$ cat src/rtl/conv1d_obi_fetch.sv
// conv1d OBI fetch: pipelined word reads from system memory into the SRAM buffer.
// Optional CONV1D_FETCH_PERF_EN adds stall_cnt_o (cycles with req && !gnt).
module conv1d_obi_fetch #(
  parameter int unsigned NumWords = 128,
  parameter int unsigned MaxOutstanding = 4,
  localparam int unsigned AW = $clog2(NumWords)
) (
  input  logic          clk_i,
  input  logic          rst_i,
  input  logic          start_i,
  input  logic [31:0]   src_addr_i,
  input  logic [AW-1:0] dst_addr_i,
  input  logic [7:0]    len_i,
  output logic          busy_o,
  output logic          done_o,
  output logic          obi_req_o,
  input  logic          obi_gnt_i,
  output logic [31:0]   obi_addr_o,
  output logic          obi_we_o,
  output logic [3:0]    obi_be_o,
  output logic [31:0]   obi_wdata_o,
  input  logic          obi_rvalid_i,
  input  logic [31:0]   obi_rdata_i,
  output logic          sram_req_o,
  output logic          sram_we_o,
  output logic [3:0]    sram_be_o,
  output logic [AW-1:0] sram_addr_o,
  output logic [31:0]   sram_wdata_o
`ifdef CONV1D_FETCH_PERF_EN
  ,
  output logic [15:0]   stall_cnt_o
`endif
);

  localparam logic [1:0] S_IDLE  = 2'd0;
  localparam logic [1:0] S_RUN   = 2'd1;
  localparam logic [1:0] S_DRAIN = 2'd2;
  localparam logic [1:0] S_DONE  = 2'd3;

  localparam logic [3:0] MaxOut = 4'(MaxOutstanding);

  logic [1:0]    state_q, state_d;
  logic [7:0]    len_q, len_d;
  logic [7:0]    issued_q, issued_d;
  logic [7:0]    received_q, received_d;
  logic [3:0]    outst_q, outst_d;
  logic [31:0]   src_q, src_d;
  logic [AW-1:0] dst_q, dst_d;
  logic          sram_req_q, sram_req_d;
  logic [AW-1:0] sram_addr_q, sram_addr_d;
  logic [31:0]   sram_wdata_q, sram_wdata_d;

  logic start_ok;
  logic req;
  logic grant;
  logic resp;

  assign start_ok = start_i && (state_q == S_IDLE);
  // Condition can only stay true until granted, so req/addr are stable
  assign req   = (state_q == S_RUN) && (issued_q < len_q)
               && (outst_q < MaxOut);
  assign grant = req && obi_gnt_i;
  assign resp  = obi_rvalid_i && (outst_q != 4'd0);

  always_comb begin
    len_d        = len_q;
    src_d        = src_q;
    dst_d        = dst_q;
    issued_d     = issued_q;
    received_d   = received_q;
    outst_d      = outst_q;
    sram_req_d   = resp;
    sram_addr_d  = sram_addr_q;
    sram_wdata_d = sram_wdata_q;
    if (start_ok) begin
      len_d      = len_i;
      src_d      = src_addr_i;
      dst_d      = dst_addr_i;
      issued_d   = 8'd0;
      received_d = 8'd0;
      outst_d    = 4'd0;
    end else begin
      if (grant) issued_d = issued_q + 8'd1;
      if (resp) received_d = received_q + 8'd1;
      if (grant && !resp) outst_d = outst_q + 4'd1;
      if (!grant && resp) outst_d = outst_q - 4'd1;
    end
    if (resp) begin
      sram_addr_d  = dst_q + AW'(received_q);
      sram_wdata_d = obi_rdata_i;
    end
  end

  always_comb begin
    state_d = state_q;
    unique case (state_q)
      S_IDLE: begin
        if (start_ok)
          state_d = (len_i == 8'd0) ? S_DONE : S_RUN;
      end
      S_RUN: begin
        if (issued_d == len_q)
          state_d = (received_d == len_q) ? S_DONE : S_DRAIN;
      end
      S_DRAIN: begin
        if (received_d == len_q) state_d = S_DONE;
      end
      S_DONE:  state_d = S_IDLE;
      default: state_d = S_IDLE;
    endcase
  end

  always_ff @(posedge clk_i) begin
    if (rst_i) begin
      state_q      <= S_IDLE;
      len_q        <= '0;
      src_q        <= '0;
      dst_q        <= '0;
      issued_q     <= '0;
      received_q   <= '0;
      outst_q      <= '0;
      sram_req_q   <= 1'b0;
      sram_addr_q  <= '0;
      sram_wdata_q <= '0;
    end else begin
      state_q      <= state_d;
      len_q        <= len_d;
      src_q        <= src_d;
      dst_q        <= dst_d;
      issued_q     <= issued_d;
      received_q   <= received_d;
      outst_q      <= outst_d;
      sram_req_q   <= sram_req_d;
      sram_addr_q  <= sram_addr_d;
      sram_wdata_q <= sram_wdata_d;
    end
  end

  assign busy_o       = (state_q != S_IDLE);
  assign done_o       = (state_q == S_DONE);
  assign obi_req_o    = req;
  assign obi_addr_o   = (src_q & 32'hFFFF_FFFC)
                      + {22'd0, issued_q, 2'b00};
  assign obi_we_o     = 1'b0;
  assign obi_be_o     = 4'hF;
  assign obi_wdata_o  = 32'd0;
  assign sram_req_o   = sram_req_q;
  assign sram_we_o    = sram_req_q;
  assign sram_be_o    = 4'hF;
  assign sram_addr_o  = sram_addr_q;
  assign sram_wdata_o = sram_wdata_q;

`ifdef CONV1D_FETCH_PERF_EN
  logic [15:0] stall_q, stall_d;

  always_comb begin
    stall_d = stall_q;
    if (start_ok)
      stall_d = 16'd0;
    else if (req && !obi_gnt_i && stall_q != 16'hFFFF)
      stall_d = stall_q + 16'd1;
  end

  always_ff @(posedge clk_i) begin
    if (rst_i) stall_q <= '0;
    else       stall_q <= stall_d;
  end

  assign stall_cnt_o = stall_q;
`endif

`ifndef SYNTHESIS
  // A response with nothing outstanding during a transfer is a subordinate bug
  a_rvalid_outst: assert property (
    @(posedge clk_i) disable iff (rst_i)
    (obi_rvalid_i && busy_o) |-> (outst_q != 4'd0));
`endif

endmodule

$ cat config.mk
export PLATFORM = sky130hd
export DESIGN_NAME = conv1d_obi_fetch
export DESIGN_NICKNAME = d
export VERILOG_FILES = /design/src/rtl/conv1d_obi_fetch.sv
export SDC_FILE = /design/constraint.sdc
export NUM_CORES = 1
export LEC_CHECK = 0
export CORE_MARGIN = 2
export CORE_UTILIZATION = 23
export DETAILED_ROUTE_END_ITERATION = 12
export PLACE_DENSITY = 0.53
export SLEW_MARGIN = 20
export SYNTH_ARGS = -nofsm -noshare
export SYNTH_HDL_FRONTEND = slang
export SYNTH_SLANG_ARGS = --single-unit
$ cat constraint.sdc
create_clock -name clk_i -period 3.21 [get_ports clk_i]
set_input_delay 0.4815 -clock clk_i [delete_from_list [all_inputs] [get_ports clk_i]]
set_output_delay 0.4815 -clock clk_i [all_outputs]
set_load 0.01 [all_outputs]
==> metrics.yaml <==
nFillCells: 2876
clkTransAtPathRegs_ps: 80
die_y_um: 168
grt_pass1_wl_um: 29500
cts.sinks: 107
pwr_density_cell_nw_per_um2: 483
initial_core_util_pct: 23.3
critPathMaxFanout: 3
drtIter0Drc: 427
wl_um: 18500
drv_cap: 0
max-vdd-ir-drop_mv: 0.209
ioPinCount: 201
async_flop_share_pct: 0
max_stage_delay_ps: 360
syn-cell-area_um2: 6220
drive_above_1_share_pct: 15.1
finalPower_mw: 4.22
critPathKind: "flip-flop to output pin"
gp_congestion: 0.869
worst_slack_ps: -178
min_period_ps: 3390
cts_tree: "yes"
dr.pass1.iters: 5
ys.flop_type: "dfxtp_1"
ys_warn_count: 0
routed_via_density: 4.39
critPathRequiredTime_ps: 2730
core-area_um2: 26700
num_vias: 5926
reg2reg_slack_ps: 210
drtAntennaViolNets: 0
cts_hold_buf: 0
hold_ws_ps: 454
finalHoldViolCount: 0
dpl.hpwl_um: 13700
power.leakage_nw: 3.49
synth_edf_count: 0
ys_seq_area_share_pct: 34.4
seqCellArea_um2: 2150
status: "finished with violations"
fin_nets: 1120
multi_input_area_um2: 3770
std_cell_rows: 60
drc_errors: 0
path_depth: 15
grt-ovfl-total: 0
placed_area_um2: 8290
ys_top_cells_by_count: "nand2_1, dfxtp_1, a21oi_1"
setup_viol: 10
synth_top_cell_area_share_pct: 34.4
cts_max_path_buffers: 2
hold_depth: 2
r2r-end: "state_q[0]"
ys_seq_elements: 107
netlist.top_cell.by_area: "dfxtp_1"
numCtsBuffers: 9
fmax_mhz: 295
slew_headroom_pct: 33.7
clock_latency_ps: 360
hp-start: "sram_wdata_o[4]"
slowest_stage: "dfxtp_2"
ys_top_cells_by_area: "dfxtp_1, nand2_1, a21oi_1, ha_1, buf_4"
path_buf_inv: 4
h-tree-depth: 3
chipWidth_um: 168
wl_per_cell_um: 13.7
worst_slew_pin_slew_ps: 995
synth.most_common_cell: "nand2_1"
path_cells: "ha_4 > inv_2 > fa_2 > nor2b_1 > o21ai_1 > a21boi_1 > o21ai_1 > a21boi_1 > o21a_1 > o211ai_1 > buf_4 > buf_6 > nor3_4 > xor2_1 > buf_2"
design_area_um2: 8740
rr_startpoint: "len_q[5]"
critPathTopFamily: "compound AO/OA/AOI/OAI gates"
grt_max_degree: 89
die_area_um2: 28400
synth.distinct_cells: 60
final_util_pct: 32.7
cts-root-buf: "clkbuf_16"
hold_path.class: "flip-flop to flip-flop"
startpoint_type: "flip-flop"
fin_worst_skew_ps: 12.9
syn_inst: 811
area_delta_synth_final_pct: 40.4
hold_end: "sram_wdata_o[4]"
critPathCaptureType: "output pin"
slew_violations: 0
syn_area_per_cell_um2: 7.67
grtUsageTotal_pct: 12.8
antenna_found_initial: 1
min_period_over_period_pct: 106
r2r_cells: 13
failed_checks: "setup timing"
io_buffers: 155
grt_pass1_vias: 5704
arrival_ps: 2910
rsz0062_at_grt: "true"
-- kinds of logic after synthesis --
kind of cell             Yosys count  share of synthesized area [%]
buffers and inverters            120                           9.95
flip-flops                       107                           34.4
XOR/XNOR                          51                           7.62
AO/OA/AOI/OAI                    172                           17.1
multiplexers                       3                          0.503
other                              2                          0.121
AND/OR/NAND/NOR                  322                           23.1
adder cells (fa/ha/maj)           34                           7.20
-- tightest hold or removal path: cells and delay by family (launching register included) --
kind | cells | cell delay, ps
flip-flops | 1 | 310
AND/OR/NAND/NOR | 1 | 50
AO/OA/AOI/OAI | 1 | 50
-- cell usage in the layout, fill, tap and decap left out, types with 5 or more instances in the layout --
master and n:
xor2_1 15, nand2_1 190, xnor2_1 32, ha_1 30
o21ai_0 9, clkdlybuf4s50_1 128, nand4_1 10, nor2_1 36
nand3_1 18, o211ai_1 9, buf_4 69, buf_2 17
a21o_1 6, a31oi_1 6, inv_1 31, nor3_1 11
a211oi_1 6, conb_1 43, or3_1 8, a21oi_1 96
a41oi_1 5, and3_1 8, clkbuf_16 9, dfxtp_1 104
-- worst max-delay path by stage --
| stage | startpoint | end |
|---|---|---|
| final | issued_q[0] | obi_addr_o[26] |
| after global routing | issued_q[0] | obi_addr_o[20] |
| after CTS | src_q[2] | obi_addr_o[26] |
| after detailed placement | issued_q[0] | obi_addr_o[26] |
| after global placement | issued_q[0] | obi_addr_o[28] |
| after floorplan | len_q[5] | state_q[0] |
-- registers in the layout, indices dropped and copies added (netlist names), 4 cells and up --
name and count:
src_q 30, outst_q 4, sram_addr_o 7, received_q 8, sram_wdata_o 32, dst_q 7, issued_q 8, len_q 8
-- where the power goes --
group	switching (mW)	internal, mW
clock	0.547	0.542
sequential	0.110	1.46
combinational	0.862	0.698
-- area by class of cell --
| class | instances | area share (%) |
|---|---|---|
| diodes | 1 | 0.0286 |
| clock buffers | 11 | 2.66 |
| clock inverters | 5 | 0.544 |
| inverters | 33 | 1.42 |
| multi-input cells | 625 | 43.1 |
| flip-flops and latches | 107 | 24.6 |
| well taps | 341 | 4.88 |
| repair buffers | 226 | 22.8 |
-- routing by layer --
| metal | share of wire, % | global-route usage, % | wire, um |
|---|---|---|---|
| met5 | 0 | 0 | 0 |
| met4 | 1.8 | 4.16 | 329 |
| met3 | 5.2 | 2.36 | 968 |
| met2 | 45 | 21.2 | 8370 |
| met1 | 48 | 16.8 | 8820 |
-- metrics by stage --
| step | TNS, ps | instances | setup slack [ps] |
|---|---|---|---|
| 2_1_floorplan | 0 | 852 | 174 |
| 3_3_place_gp | -5130 | 1319 | -424 |
| 3_5_place_dp | -6270 | 1319 | -504 |
| 4_1_cts | -1470 | 1343 | -246 |
| 5_1_grt | -3930 | 1349 | -397 |
| 6_report | -1100 | 1349 | -178 |
-- repair_timing --
action,4_1_cts,5_1_grt
resized for setup,102,29
endpoints found under the setup margin,25,28
buffers inserted,8,5
pin swaps,18,19
gates cloned,0,0
Note: power is estimated with default switching activity, not from simulation.
